$ cat src/rtl/scoreboard_hazard_unit.sv
// scoreboard_hazard_unit
//   Tracks in-flight register writes in a DEPTH-entry shift record and, for
//   the instruction sitting in ID, decides whether it must stall and where
//   each used source operand should be taken from (register file or a
//   post-ID stage). Also reports the retiring write and counts stall cycles.
//   All decision outputs are combinational from the record and ID inputs.
module scoreboard_hazard_unit #(
  parameter int REG_AW      = 3,
  parameter int DEPTH       = 4,
  parameter int ALU_READY   = 2,
  parameter int LOAD_READY  = 3,
  parameter int FSEL_W      = 3,
  parameter int STALL_CNT_W = 16
) (
  input  logic                   clk,
  input  logic                   rst_n,
  input  logic                   id_valid,
  input  logic [REG_AW-1:0]      id_src_a,
  input  logic                   id_src_a_used,
  input  logic [REG_AW-1:0]      id_src_b,
  input  logic                   id_src_b_used,
  input  logic [REG_AW-1:0]      id_dst,
  input  logic                   id_reg_write,
  input  logic                   id_is_load,
  input  logic                   flush,
  output logic                   stall,
  output logic [FSEL_W-1:0]      fwd_a,
  output logic [FSEL_W-1:0]      fwd_b,
  output logic                   rf_commit,
  output logic [REG_AW-1:0]      rf_commit_addr,
  output logic [STALL_CNT_W-1:0] stall_count
);

  // Reject configurations where a load could be ready before an ALU result,
  // could never become ready, or where a stage number does not fit the select.
  if ((LOAD_READY < ALU_READY) || (LOAD_READY > DEPTH) ||
      ((64'd1 << FSEL_W) <= 64'(DEPTH))) begin : g_param_err
    $fatal(1, "scoreboard_hazard_unit: illegal parameter combination");
  end

  // Result of looking one source operand up in the in-flight record.
  typedef struct packed {
    logic              blocked;  // youngest producer exists but is not ready
    logic [FSEL_W-1:0] sel;      // forward select (0 = register file)
  } lookup_t;

  // In-flight record, stage 1 (ID/EX) .. stage DEPTH (last before RF write).
  logic [DEPTH:1]             v_q,    v_d;
  logic [DEPTH:1][REG_AW-1:0] addr_q, addr_d;
  logic [DEPTH:1]             ld_q,   ld_d;

  logic [STALL_CNT_W-1:0]     cnt_q,  cnt_d;

  lookup_t                    look_a_s;
  lookup_t                    look_b_s;
  logic                       stall_s;

  // Search the record from oldest to youngest so the lowest matching stage
  // (the youngest producer) is the one left standing; older matches behind
  // it are thereby ignored. A match only forwards once its stage has reached
  // the class-specific ready stage, otherwise the operand is blocked.
  function automatic lookup_t lookup(
    input logic [REG_AW-1:0]             src,
    input logic                          used,
    input logic [DEPTH:1]                v,
    input logic [DEPTH:1][REG_AW-1:0]    addr,
    input logic [DEPTH:1]                ld
  );
    lookup_t res;
    int      thr;
    res = '0;
    for (int s = DEPTH; s >= 1; s--) begin
      thr = ld[s] ? LOAD_READY : ALU_READY;
      if (used && v[s] && (addr[s] == src)) begin
        res.sel     = FSEL_W'(s);
        res.blocked = (s < thr);
      end else begin
        res = res;
      end
    end
    if (res.blocked) begin
      res.sel = '0;
    end else begin
      res.sel = res.sel;
    end
    return res;
  endfunction

  // Per-operand lookup and the combined stall/forward decision for ID.
  always_comb begin
    look_a_s = lookup(id_src_a, id_src_a_used, v_q, addr_q, ld_q);
    look_b_s = lookup(id_src_b, id_src_b_used, v_q, addr_q, ld_q);
    stall_s  = id_valid & ~flush & (look_a_s.blocked | look_b_s.blocked);
    if (stall_s) begin
      fwd_a = '0;
      fwd_b = '0;
    end else begin
      fwd_a = look_a_s.sel;
      fwd_b = look_b_s.sel;
    end
  end

  assign stall          = stall_s;
  assign rf_commit      = v_q[DEPTH];
  assign rf_commit_addr = addr_q[DEPTH];
  assign stall_count    = cnt_q;

  // Next record: everything advances one stage; stage 1 takes the ID write,
  // or a bubble when ID is empty, does not write, stalls or is flushed.
  always_comb begin
    v_d       = v_q;
    addr_d    = addr_q;
    ld_d      = ld_q;
    v_d[1]    = id_valid & id_reg_write & ~stall_s & ~flush;
    addr_d[1] = id_dst;
    ld_d[1]   = id_is_load;
    for (int s = 2; s <= DEPTH; s++) begin
      v_d[s]    = v_q[s-1];
      addr_d[s] = addr_q[s-1];
      ld_d[s]   = ld_q[s-1];
    end
  end

  // Next stall count: one more per stalled cycle, holding at all-ones.
  always_comb begin
    if (stall_s && (cnt_q != {STALL_CNT_W{1'b1}})) begin
      cnt_d = cnt_q + {{(STALL_CNT_W-1){1'b0}}, 1'b1};
    end else begin
      cnt_d = cnt_q;
    end
  end

  // Record registers; reset empties every stage at once.
  always_ff @(posedge clk or negedge rst_n) begin
    if (!rst_n) begin
      v_q    <= '0;
      addr_q <= '0;
      ld_q   <= '0;
    end else begin
      v_q    <= v_d;
      addr_q <= addr_d;
      ld_q   <= ld_d;
    end
  end

  // Stall-cycle counter register.
  always_ff @(posedge clk or negedge rst_n) begin
    if (!rst_n) begin
      cnt_q <= '0;
    end else begin
      cnt_q <= cnt_d;
    end
  end

endmodule

$ cat config.mk
export PLATFORM = sky130hd
export DESIGN_NAME = scoreboard_hazard_unit
export DESIGN_NICKNAME = d
export VERILOG_FILES = /design/src/rtl/scoreboard_hazard_unit.sv
export SDC_FILE = /design/constraint.sdc
export NUM_CORES = 1
export LEC_CHECK = 0
export ABC_CLOCK_PERIOD_IN_PS = 2760
export BUFFER_PORTS_ARGS = -buffer_cell sky130_fd_sc_hd__buf_2
export CORE_MARGIN = 3
export CORE_UTILIZATION = 52
export DETAILED_ROUTE_END_ITERATION = 7
export PLACE_DENSITY_LB_ADDON = 0.15
export SYNTH_ARGS = -nofsm -noshare
export SYNTH_HDL_FRONTEND = slang
export SYNTH_SLANG_ARGS = --single-unit
export TNS_END_PERCENT = 100
$ cat constraint.sdc
create_clock -name clk -period 2.76 [get_ports clk]
set_input_delay 0.414 -clock clk [delete_from_list [all_inputs] [get_ports clk]]
set_output_delay 0.414 -clock clk [all_outputs]
set_load 0.05 [all_outputs]
### Word level (Yosys, flattened, before mapping)

Cells that the tools add are included.
Widths: inputs -> output; s select.

* bits in registers: 36
* bits in read-only memories: 0
* RAM bits: 0
* memories kept: 0
* logic and storage cells: 62
* output and inout bits: 27
* input bits: 17
* latch bits: 0

* add/subtract/negate cells: 1
* $lt $le $gt $ge: 4
* multiplexer cells: 16
* eq/ne operators: 9
* bitwise operators: 8
* reductions and logical operators: 17
* shifts and indexed selects: 0
* div/mod/pow operators: 0
* multiply operators: 0

Operators with widths (number)
* $mux 4: 8
* $eq 3x3->1: 8
* $logic_and 1x1->1: 17
* $add 16x1->16 const B: 1
* $ne 16x16->1 const B: 1
* $mux 3: 4
* $and 1x1->1: 5
* $lt 2x2->1 const A: 2
* $mux 1: 4
* $lt 3x2->1 const A: 1
* $lt 1x2->1 const A: 1
* $not 1->1: 2
* $or 1x1->1: 1

### Logic depth before layout (Yosys ltp)

Gate-level depths: netlist of run 1.

* depth in word-level cells: 11
* depth in mapped cells: 7
* mapped depth without buffers: 6

### Worst setup path before layout of run 1

No wires, ideal clock.

* path kind: input to output
* from: input id_src_b[0]
* to: output fwd_a[0]
* path buffers: 0
* cell stages on the path: 5
* slack: -0.751 ns
* data required time: 2.346 ns
* arrival: 3.097 ns
* cells stage by stage: xor2_1 nor4_2 a2111oi_4 nor2_2 nor4_1

* cells in the longest elaborated chain, start to end: 9
* elaborated cells on any way between the ends: 15
* those cells by class: 4 x eq/ne; 5 x mux; 2 x bitwise; 4 x reduce/logical

Ends and longest elaborated chain
* from (decl): RTL line 20 `input logic [REG_AW-1:0] id_src_b,`
* $eq 3x3->1: RTL line 74 `if (used && v[s] && (addr[s] == src)) begin`
* $logic_and 1x1->1: RTL line 74
* $mux 4 (3 in series): RTL line 74
* $mux 4 *: RTL line 74
* $or 1x1->1 *: RTL line 93 `stall_s = id_valid & ~flush & (look_a_s.blocked | look_b_s.blocked);`
* $and 1x1->1 *: RTL line 93
* net stall: RTL line 26 `output logic stall,`
* $mux 3 *: RTL line 94 `if (stall_s) begin`
* to (decl): RTL line 27 `output logic [FSEL_W-1:0] fwd_a,`

The timed path passes the listed nets; every way through them passes the cells marked *.

### Final worst setup path of run 1

* from: register addr_q (netlist bit addr_d[7])
* to: output fwd_b[0]

* cells in the longest elaborated chain, start to end: 7
* elaborated cells on any way between the ends: 12
* those cells by class: 2 x eq/ne; 6 x mux; 2 x bitwise; 2 x reduce/logical

Ends and longest elaborated chain
* from (decl): RTL line 49 `logic [DEPTH:1][REG_AW-1:0] addr_q, addr_d;`
* from (signal assigned): RTL line 141 `addr_q <= addr_d;`
* $eq 3x3->1: RTL line 74
* $logic_and 1x1->1: RTL line 74
* $mux 4 (2 in series): RTL line 74
* $or 1x1->1: RTL line 93
* $and 1x1->1: RTL line 93
* $mux 3 *: RTL line 94
* to (decl): RTL line 28 `output logic [FSEL_W-1:0] fwd_b,`

Mark *: on every way between the ends. The rest lies on a longest branch, timed or not.

==> flow_summary.ini, run 1 <==
[run_status]
run_status = finished clean

[yosys]
syn_inst = 154
yosysTopAreaCell = dfrtp_1
syn-num-nets = 172
netlist_area_um2 = 1760
ys_seq_elements = 34
yosysWarnings = 0
async_reset_ff_frac = 1.00
synth.area.top_cells = dfrtp_1 (48%), xor2_1 (15%), nor3_2 (5.7%)
synth.top_cell.area_share = 0.482
synth_edf_count = 0
ys_types = 28
synth_flop_cell = dfrtp_1
synth_area_per_cell_um2 = 11.5
yosysSeqAreaShare = 0.482

[routing]
vias_per_cell = 5.44
drc = 0
antenna_left = 0
drt-total-wl_mm = 3.84
wire_per_inst_um = 15.5
dr.pass1.iters = 6
drt-initial-drc-count = 116
via_count = 1349

[setup_path]
cp_max_fo = 4
cpPeakStageDelay_ns = 0.44
critPathKind = reg2out
critPathBufInv = 2
start_kind = register
crit_arrival_ns = 2.22
cp_top_family = buffers and inverters
timing.critical_path.cells = xor2_1, nor4_2, buf_4, a2111oi_4, nor2_2, nor4_2, clkbuf_4
worstPathRequired_ns = 2.35
crit_slowest_cell = dfrtp_1
crit_top_cell = nor4_2
end_kind = primary output

[power_and_ir_drop]
p_comb_frac = 0.134
p_clk_frac = 0.348
ir_drop_mv = 0.335
netSwitchingPower_uw = 295
p_per_area_nw_per_um2 = 490
p_leak_nw = 1.06
intPower_uw = 749
power_switching_share = 0.283
power_frac_seq = 0.518
power.total_mw = 1.04

[sta]
setup_tns_ns = 0
final_max_slew_viol_count = 0
fmax_ghz = 0.380
rsz0062_at_grt = false
fin_crit_sh = 0.953
relSlewSlack = 0.513
finalSetupViolCount = 0
hold_viol_final = 0
worstMarginPinSlew_ns = 0.731
clock_skew_ns = 0.0185
period_needed_ns = 2.63

[hold_path]
hold_class = in2async

[clocking]
cts_buffer_depth = 2
insertion_delay_ns = 0.35
cts_root_buf = clkbuf_4
cts_sinks = 34
cts.clk_slew.worst_paths_ns = 0.12
htree_levels = 2
cts_tree = done
cts_buffers = 5
postCtsHoldBufs = 0
cts_setup_buffers = 0

[cells_and_area]
fin_util = 0.675
final_cell_mix = buf_2 (41), dfrtp_1 (34), xor2_1 (31)
n_antenna_cell = 0
mostFrequentLayoutCell = buf_2
drive_gt1_frac = 0.373
finalInstanceArea_um2 = 2130
fin_nets = 221
syn2layout_area_growth_pct = 20.6

[global_route]
grt_pass1_vias = 1445
grt.total_usage = 0.208
antenna_found_initial = 0
overflow = 0
grt_max_degree = 35
grt_pass1_wl_mm = 6.65

[placement]
dp_hpwl_mm = 2.87
placed_cell_area_um2 = 2050
io_buffers = 43
place_congestion = 0.917

[die]
fp-row-count = 20
dieArea_um2 = 4130
core_area_um2 = 3150
die_h_um = 64.2
die_w_um = 64.2
pin_count = 44
initial_core_util = 0.560

[run]
drv_cap = 0
registers in the layout, indices dropped and copies added (netlist names):
register / count
rf_commit_addr: 3
stall_count: 16
ld_q: 2
v_q: 4
addr_d: 9
stage by stage:
stage | cells | hold slack (ns) | setup WS [ns]
after floorplan | 154 | 0.118 | -0.184
after global placement | 240 | 0.337 | 0.402
after detailed placement | 240 | 0.337 | 0.314
after CTS | 248 | 0.144 | 0.0675
after global routing | 248 | 0.152 | 0.0111
final | 248 | 0.107 | 0.131
routing by layer:
metal / vias up / track usage / share of wire / wire length [um]
met3: 6 / 0.0527 / 0.043 / 165
met1: 659 / 0.281 / 0.47 / 1820
li1: 647 / - / - / -
met5: - / 0 / 0 / 0
met2: 37 / 0.325 / 0.47 / 1810
met4: 0 / 0.0739 / 0.011 / 44
final timing paths:
kind | from | end | slack (ns) | cells past startpoint
worst max register to register | addr_d[5] | stall_count[1] | 0.55 | 6
worst min-delay path | rst_n | addr_d[7] | 0.11 | 1
max in group asynchronous | rst_n | rf_commit_addr[2] | 2.17 | 1
worst max-delay path | addr_d[7] | fwd_b[0] | 0.13 | 7
worst min register to register | ld_q[1] | ld_q[2] | 0.36 | 0
min in group clk | id_dst[1] | addr_d[4] | 0.16 | 1
synthesized netlist by cell type, types with 2 or more instances:
library cell and instances:
xnor2_1 8, and2_1 2, nand2_1 10, nand3_1 2, nor2_1 8, nor4_1 6
o21ai_0 2, and3_1 6, dfrtp_1 34, xor2_1 31, nor2_2 2, nand4_1 13
nor3_2 10, nor4_2 5, a41oi_1 2
logic make-up after synthesis:
group / synth area share
AO/OA/AOI/OAI: 0.0383
XOR/XNOR: 0.194
adder cells (fa/ha/maj): 0.00709
buffers and inverters: 0.0156
flip-flops: 0.482
multiplexers: 0.00851
AND/OR/NAND/NOR: 0.255
power by group through the flow:
stage | Sequential, mW | Combinational [mW] | Clock, mW
finish | 0.541 | 0.140 | 0.363
global placement | 0.550 | 0.137 | 0
detailed placement | 0.551 | 0.139 | 0
floorplan | 0.580 | 0.0563 | 0
CTS | 0.541 | 0.141 | 0.371
global route | 0.545 | 0.151 | 0.390
final cells by class:
cell class / instances / area (um2)
Multi-Input combinational cell: 115 / 898
Inverter: 1 / 3.75
Timing Repair Buffer: 46 / 243
Fill cell: 272 / 1020
Sequential cell: 34 / 851
Clock buffer: 5 / 37.5
Tap cell: 44 / 55.1
Clock inverter: 3 / 40.0
timing repair:
item,4_1_cts,5_1_grt
endpoints found under the hold margin,0,0
resized for setup,0,3
setup endpoints to repair,0,2
(Power assumes the default switching activity.)
==> run 2: changes to the inputs <==
--- a/config.mk
+++ b/config.mk
@@ -5,12 +5,14 @@
 export SDC_FILE = /design/constraint.sdc
 export NUM_CORES = 1
 export LEC_CHECK = 0
-export ABC_CLOCK_PERIOD_IN_PS = 2760
+export ABC_AREA = 1
+export ABC_CLOCK_PERIOD_IN_PS = 2700
 export BUFFER_PORTS_ARGS = -buffer_cell sky130_fd_sc_hd__buf_2
 export CORE_MARGIN = 3
-export CORE_UTILIZATION = 52
+export CORE_UTILIZATION = 54
 export DETAILED_ROUTE_END_ITERATION = 7
 export PLACE_DENSITY_LB_ADDON = 0.15
+export RECOVER_POWER = 100
 export SYNTH_ARGS = -nofsm -noshare
 export SYNTH_HDL_FRONTEND = slang
 export SYNTH_SLANG_ARGS = --single-unit
==> constraint.sdc (replaced) <==
create_clock -name clk -period 2.7 [get_ports clk]
set_input_delay 0.405 -clock clk [delete_from_list [all_inputs] [get_ports clk]]
set_output_delay 0.405 -clock clk [all_outputs]
set_load 0.05 [all_outputs]
==> run 2 against run 1 <==
Effect of this change:
- the run now ends with capacitance limit, slew limit left
- core utilization decreased by 0.40 points
- highest routed layer unchanged
- hold slack improved by 0.11 ns
- critical endpoint is now fwd_a[1]
- sequential share of layout area decreased by 3.7 points
- synthesized cell count increased by 93%
- setup slack improved by 0.31 ns
- final cell count increased by 58%
- power increased by 2.1%
- combinational power decreased by 4%
==> flow_summary.ini, run 2 <==
[die]
fp-row-count = 21
die_h_um = 67.4
pin_count = 44
initial_core_util = 0.583
core_area_um2 = 3490
die_w_um = 67.4
dieArea_um2 = 4540

[sta]
fin_crit_sh = 0.835
finalSetupViolCount = 0
hold_viol_final = 0
relSlewSlack = -0.181
setup_tns_ns = 0
fmax_ghz = 0.443
final_max_slew_viol_count = 35
whs_ns = 0.217
clock_skew_ns = 0.0174
worstMarginPinSlew_ns = 1.77
rsz0062_at_grt = false
period_needed_ns = 2.25

[global_route]
overflow = 0
grt_pass1_vias = 1841
grt_pass1_wl_mm = 8.16
grt_max_degree = 35
antenna_found_initial = 0
grt.total_usage = 0.239

[setup_path]
worstPathRequired_ns = 2.30
start_kind = register
cp_max_fo = 7
r2r-start = stall_count[1]
cp-startpoint = addr_d[5]
end_kind = primary output
critPathKind = reg2out
crit_arrival_ns = 1.85

[run_status]
violations = capacitance limit, slew limit
run_status = finished with violations

[yosys]
netlist_area_um2 = 2040
synth_most_common_cell = nand2_1
synth.area.top_cells = dfrtp_1 (42%), nand2_1 (21%), nor2_1 (7.0%)
synth.top_cell.area_share = 0.418
syn-num-nets = 315
ys_types = 24
ys_seq_elements = 34
syn_inst = 297
synth_flop_cell = dfrtp_1
synth_edf_count = 0
yosysSeqAreaShare = 0.418
yosysTopAreaCell = dfrtp_1
async_reset_ff_frac = 1.00
synth_area_per_cell_um2 = 6.86
yosys-top-cells-count = nand2_1 (115), nor2_1 (38), dfrtp_1 (34)
yosysWarnings = 0

[clocking]
cts_tree = done
insertion_delay_ns = 0.29
cts.clk_slew.worst_paths_ns = 0.08
cts_setup_buffers = 0
cts_root_buf = clkbuf_8
htree_levels = 2
cts_resized = 0
postCtsHoldBufs = 0
cts_buffer_depth = 2
cts_sinks = 34
cts_buffers = 5

[power_and_ir_drop]
ir_drop_mv = 0.299
p_per_area_nw_per_um2 = 455
p_leak_nw = 1.25
power.total_mw = 1.07

[routing]
dr.pass1.iters = 5
drt-total-wl_mm = 4.75
antenna_left = 0
wire_per_inst_um = 12.1
drc = 0
vias_per_cell = 5.31
drt-initial-drc-count = 140
via_count = 2076

[hold_path]
hold_class = in2reg
worstHoldStart = id_dst[2]

[run]
drv_cap = 1

[cells_and_area]
mostFrequentLayoutCell = nand2_1
fin_nets = 362
n_antenna_cell = 0
syn2layout_area_growth_pct = 15.1
largest_reg_flops = 16
drive_gt1_frac = 0.128
fillerInstances = 348
multi_input_area_um2 = 998
final_cell_mix = nand2_1 (115), nor2_1 (38), dfrtp_1 (34)
seq_area_um2 = 851
finalInstanceArea_um2 = 2340

[placement]
place_congestion = 0.915
dp_hpwl_mm = 3.50
io_buffers = 43
placed_cell_area_um2 = 2280
[run 2: cell types whose count changed after synthesis, sizes merged, moves of 2 or more]
| cell | before | now |
|---|---|---|
| xnor2 | 8 | 1 |
| nand3 | 2 | 17 |
| a41oi | 2 | 0 |
| and3 | 6 | 0 |
| inv | 1 | 38 |
| nor4 | 11 | 1 |
| nor3 | 10 | 4 |
| nand4 | 13 | 21 |
| nand2 | 10 | 120 |
| nand3b | 0 | 2 |
| nor2 | 10 | 40 |
| xor2 | 31 | 8 |
[run 2: layout make-up]
| type | instances | share of cell area |
|---|---|---|
| Clock inverter | 1 | 0.00213 |
| Sequential cell | 34 | 0.363 |
| Clock buffer | 7 | 0.0368 |
| Tap cell | 46 | 0.0245 |
| Inverter | 38 | 0.0608 |
| Multi-Input combinational cell | 220 | 0.426 |
| Timing Repair Buffer | 45 | 0.0870 |
[run 2: power breakdown]
part	total (mW)	internal, mW	switching, mW
Sequential	0.546	0.527	0.0189
Clock	0.386	0.206	0.180
Combinational	0.134	0.0356	0.0985
[run 2: routing by layer]
| layer | global-route usage | share of wire |
|---|---|---|
| met2 | 0.348 | 0.43 |
| met3 | 0.0666 | 0.084 |
| met1 | 0.342 | 0.47 |
| met4 | 0.0759 | 0.016 |
| met5 | 0 | 0 |
[run 2: kinds of logic (layout without fill, tap and decap cells)]
kind of cell,Yosys count,after routing,share of synthesized area
buffers and inverters,43,91,0.0897
and+or+nand+nor,206,206,0.438
AOI/OAI and AO/OA,4,4,0.00982
xor gates and xnor gates,9,9,0.0387
adders and majority gates,1,1,0.00614
DFF,34,34,0.418
[run 2: metrics by stage]
step | util | setup slack (ns) | cells
after floorplan | - | 0.403 | 297
after global placement | 0.654 | 0.670 | 383
after detailed placement | 0.654 | 0.581 | 383
after CTS | 0.680 | 0.469 | 391
after global routing | 0.671 | 0.252 | 391
final | 0.671 | 0.445 | 391
[run 2: worst paths after layout]
| kind | depth (start not counted) | to | slack (ns) |
|---|---|---|---|
| max in group asynchronous | 1 | addr_d[9] | 1.08 |
| worst max register to register | 7 | stall_count[15] | 0.64 |
| worst max-delay path | 12 | fwd_a[1] | 0.45 |
| worst min register to register | 0 | ld_q[2] | 0.35 |
| min in group asynchronous | 1 | addr_d[5] | 0.58 |
| worst min-delay path | 1 | addr_d[5] | 0.22 |
[run 2: worst max-delay path, cell delays in order (launching register included)]
cell and delay, ns:
dfrtp_1 0.42, inv_1 0.09, nand2_1 0.06, nand2_1 0.10
nor2_2 0.05, nand2_2 0.09, nand2_1 0.07, nand2_2 0.09
nand2_4 0.05, nand2_1 0.06, inv_2 0.06, nor2_1 0.12
clkbuf_2 0.30
